[src/rtl/control_unit.sv]
// Multi-cycle control FSM for a small 16-bit ALU datapath: fetch, PC increment,
// decode, execute and write-back of ADD/SUB/CMP in register and immediate forms.
module control_unit (
   input  logic        clock,
   input  logic        reset,
   input  logic        memory_ready,
   input  logic [15:0] instruction,
   output logic [1:0]  alu_a_select,
   output logic        alu_b_select,
   output logic [1:0]  alu_operation,
   output logic        program_counter_write_enable,
   output logic        instruction_write_enable,
   output logic        status_write_enable,
   output logic        register_write_enable,
   output logic        illegal_instruction,
   output logic [2:0]  state
);

   typedef enum logic [2:0] {
      FETCH     = 3'b000,
      INCREMENT = 3'b001,
      DECODE    = 3'b010,
      EXECUTE   = 3'b011,
      WRITEBACK = 3'b100
   } state_t;

   typedef enum logic [1:0] {
      ALU_ADD = 2'b00,
      ALU_SUB = 2'b01,
      ALU_CMP = 2'b10
   } alu_op_t;

   typedef struct packed {
      logic    legal;
      logic    immediate;
      alu_op_t operation;
      logic    writes_back;
   } decode_t;

   state_t     current;
   decode_t    decoded;
   logic [3:0] opcode;
   logic [3:0] extension;

   assign opcode    = instruction[15:12];
   assign extension = instruction[7:4];

   // Register and immediate fields are consumed by the datapath, not here.
   logic unused_instruction_bits;
   assign unused_instruction_bits = ^{instruction[11:8], instruction[3:0]};

   // NOTE: every always_comb output gets a default first so no path infers a latch.
   always_comb begin
      decoded = '{legal: 1'b0, immediate: 1'b0, operation: ALU_ADD, writes_back: 1'b0};
      unique case (opcode)
         4'b0000: begin
            unique case (extension)
               4'b0101: decoded = '{legal: 1'b1, immediate: 1'b0, operation: ALU_ADD, writes_back: 1'b1};
               4'b1001: decoded = '{legal: 1'b1, immediate: 1'b0, operation: ALU_SUB, writes_back: 1'b1};
               4'b1011: decoded = '{legal: 1'b1, immediate: 1'b0, operation: ALU_CMP, writes_back: 1'b0};
               default: ;
            endcase
         end
         4'b0101: decoded = '{legal: 1'b1, immediate: 1'b1, operation: ALU_ADD, writes_back: 1'b1};
         4'b1001: decoded = '{legal: 1'b1, immediate: 1'b1, operation: ALU_SUB, writes_back: 1'b1};
         4'b1011: decoded = '{legal: 1'b1, immediate: 1'b1, operation: ALU_CMP, writes_back: 1'b0};
         default: ;
      endcase
   end

   // NOTE: state registers use non-blocking assignments so every flop samples pre-edge values.
   always_ff @(posedge clock) begin
      if (reset) begin
         current <= FETCH;
      end else begin
         case (current)
            FETCH:     if (memory_ready) current <= INCREMENT;
            INCREMENT: current <= DECODE;
            DECODE:    current <= decoded.legal ? EXECUTE : FETCH;
            EXECUTE:   current <= (decoded.legal && decoded.writes_back) ? WRITEBACK : FETCH;
            WRITEBACK: current <= FETCH;
            default:   current <= FETCH;
         endcase
      end
   end

   assign state = current;

   // Enables are gated by reset in the same cycle so a reset mid-instruction
   // never lets a status or register write slip through.
   always_comb begin
      alu_a_select                 = 2'b00;
      alu_b_select                 = 1'b0;
      alu_operation                = ALU_ADD;
      program_counter_write_enable = 1'b0;
      instruction_write_enable     = 1'b0;
      status_write_enable          = 1'b0;
      register_write_enable        = 1'b0;
      illegal_instruction          = 1'b0;
      case (current)
         FETCH: instruction_write_enable = memory_ready & ~reset;
         INCREMENT: begin
            alu_b_select                 = 1'b1;
            program_counter_write_enable = ~reset;
         end
         DECODE: illegal_instruction = ~decoded.legal & ~reset;
         EXECUTE: begin
            if (decoded.legal) begin
               alu_a_select        = decoded.immediate ? 2'b10 : 2'b01;
               alu_operation       = decoded.operation;
               status_write_enable = ~reset;
            end
         end
         WRITEBACK: register_write_enable = ~reset;
         default: ;
      endcase
   end

endmodule

[config.mk]
export PLATFORM = sky130hd
export DESIGN_NAME = control_unit
export DESIGN_NICKNAME = d
export VERILOG_FILES = /design/src/rtl/control_unit.sv
export SDC_FILE = /design/constraint.sdc
export NUM_CORES = 1
export LEC_CHECK = 0
export BUFFER_PORTS_ARGS = -buffer_cell sky130_fd_sc_hd__buf_2
export CAP_MARGIN = 10
export CORE_AREA = 2 2 39 41
export DETAILED_ROUTE_END_ITERATION = 8
export DIE_AREA = 0 0 41 43
export SYNTH_ARGS = -nofsm -noshare
export SYNTH_HDL_FRONTEND = slang
export SYNTH_SLANG_ARGS = --single-unit
export TNS_END_PERCENT = 50
[constraint.sdc]
create_clock -name clock -period 1.13 [get_ports clock]
set_clock_uncertainty 0.05 [all_clocks]
set_input_delay 0.113 -clock clock [delete_from_list [all_inputs] [get_ports clock]]
set_output_delay 0.113 -clock clock [all_outputs]
set_load 0.01 [all_outputs]
==> run metrics <==
Area Overhead vs Synth 112%; worst setup path start state[2]; Largest register FFs 3; Inserted Diodes 0; vias 460; fin nets 105; r2r endpoint state[1]; hold path cells 2; synthesized cell area 330 um^2; CTS root buffer clkbuf_4; largest net degree at the start of global routing 6; gr usage total 12.8%; Max Clk Rate 667 MHz; DRC viols 0; Clock Path Buffers 2; global-route wire length before repair 1.47 mm; vias in the first global route 385; CTS buffer count 3; Die Area 1760 um^2; main area contributors after synthesis dfxtp_1, nand3b_1, nor4_4, nor2b_1, nand4b_1; Mapped Cells 42; slew margin rel. 78.2%; GP Congestion 0.778; Yosys cell types 25; Die H 43 um; DP Area 538 um^2; H-Tree Depth 1; Synth top area share 18.2%; VDD IR-drop max 0.613 mV; Synth Net Count 61; max cap viols 0; Final Cycle Share 133%; Die X 41 um; pre-CTS WS -0.263 ns; Worst EP required 0.97 ns; cell count of the worst reg-to-reg path 8; HPWL Detailed 754 um; Port Buffers 23; Max Slew Vio Count 0; crit-path max FO 4; minimum clock period after layout 1.50 ns; # hold bufs at CTS 0; power density over the cells 675 nW/um^2; worst-margin pin slew 0.324 ns; Reg-to-Reg Start state[2]; Leakage 0.329 nW; Core Footprint 1380 um^2; WL/cell 11.6 um; status finished with violations; share of cells above drive strength 1 65.9%; post-synth top area cell dfxtp_1; crit path to alu_operation[0]; 1st-iter DRT viols 3; initial antenna violation count 0; Setup TNS -3.18 ns; Worst setup EP type output pin; Syn Area/Cell 7.86 um^2; Worst Path Arrival 1.34 ns; R2R setup slack -0.31 ns; violated checks setup timing; Final Hold Vio Count 0; HP Start reset; crit path kind reg -> out; Final Cell Area 701 um^2; RSZ-0062 raised after global routing yes; synthesis-stage register bit count 3; register area share after synthesis 18.2%; CTS tree yes; worst skew pair latency 0.25 ns; Antenna Violating Nets Remaining 0; Final Routed Wirelength 1.17 mm; final setup margin -0.370 ns; post-DR vias/cell 4.55; Initial Util 23.9%; Warnings, synthesis 0; standard-cell rows 14; drt pass-1 iters 4; hold_ws 0.0826 ns; CTS sink cnt 3; Critical Path Start Type register; HP Class in -> reg; gr ovfl total 0; I/O pin count 32; Setup Viol. Count Final 13; clock-pin slew on the worst setup and hold paths 0.04 ns
## worst max-delay path, stage by stage (launching register included)
cell and delay [ns]:
dfxtp_2 0.31, nand3b_1 0.20, a21o_1 0.23, a22oi_2 0.19
buf_2 0.15
## logic make-up (layout without fill, tap and decap cells)
kind of cell / after synthesis / count (layout) / synth area share (%)
AND/OR/NAND/NOR: 25 / 25 / 51.1
flip-flops: 3 / 3 / 18.2
AO/OA/AOI/OAI: 10 / 10 / 23.1
buffers and inverters: 2 / 45 / 2.27
XOR/XNOR: 2 / 2 / 5.30
## power by group
group          internal (mW)  switching, mW
Clock                  0.133         0.0660
Sequential             0.111        0.00617
Combinational         0.0833         0.0733
Total                  0.327          0.145
## cell usage in the layout, fill, tap and decap left out, drive strengths merged, types with 2 or more instances in the layout
| cell type | count |
|---|---|
| a21o | 2 |
| and3 | 2 |
| buf | 39 |
| clkbuf | 4 |
| dfxtp | 3 |
| inv | 2 |
| nand2 | 2 |
| nand3b | 3 |
| nand4b | 2 |
| nor2 | 4 |
| nor2b | 3 |
| nor3 | 2 |
| nor3b | 2 |
| nor4 | 2 |
| o21ai | 2 |
| xor2 | 2 |
## routing by layer
layer  up-vias  GRT usage, %  share of wire, %
met4         0          8.00               2.1
met1       202          15.0                43
met2        12          18.8                51
met3         2          4.71               4.0
met5         -             0                 0
li1        244             -                 -
## stage by stage
stage	instances	util [%]	power (mW)
CTS	99	47.6	0.474
finish	101	50.6	0.473
detailed placement	90	38.9	0.243
global route	101	50.6	0.500
global placement	90	38.9	0.241
floorplan	42	-	0.171
## synthesized netlist by cell type
cell type	number
a21boi_1	1
a21o_1	2
a21oi_1	1
a22oi_2	1
a31o_2	1
and2_1	1
and3_1	2
dfxtp_1	3
inv_1	2
nand2_1	2
nand3_1	1
nand3b_1	3
nand4_1	1
nand4b_1	2
nor2_1	4
nor2b_1	3
nor3_1	1
nor3_2	1
nor3b_1	2
nor4_1	1
nor4_4	1
o211ai_1	1
o21ai_0	2
o21ba_2	1
xor2_1	2
## worst min path at each step
stage	endpoint	slack (ns)
finish	state[2]	0.08
CTS	state[2]	0.06
floorplan	state[2]	0.13
global route	state[2]	0.09
global placement	state[2]	0.30
detailed placement	state[2]	0.30
## cell type report
class / instances / area [um^2]
Tap cell: 16 / 20.0
Timing Repair Buffer: 39 / 282
Clock buffer: 4 / 26.3
Multi-Input combinational cell: 37 / 300
Inverter: 2 / 7.51
Sequential cell: 3 / 65.1
Fill cell: 138 / 683
## timing repair
item                                    4_1_cts  5_1_grt
gates resized for setup                      13        7
endpoints found under the setup margin       11       14
pin swaps                                     6        5
setup buffers                                 5        5
No activity file was read; power rests on OpenSTA's default activity.
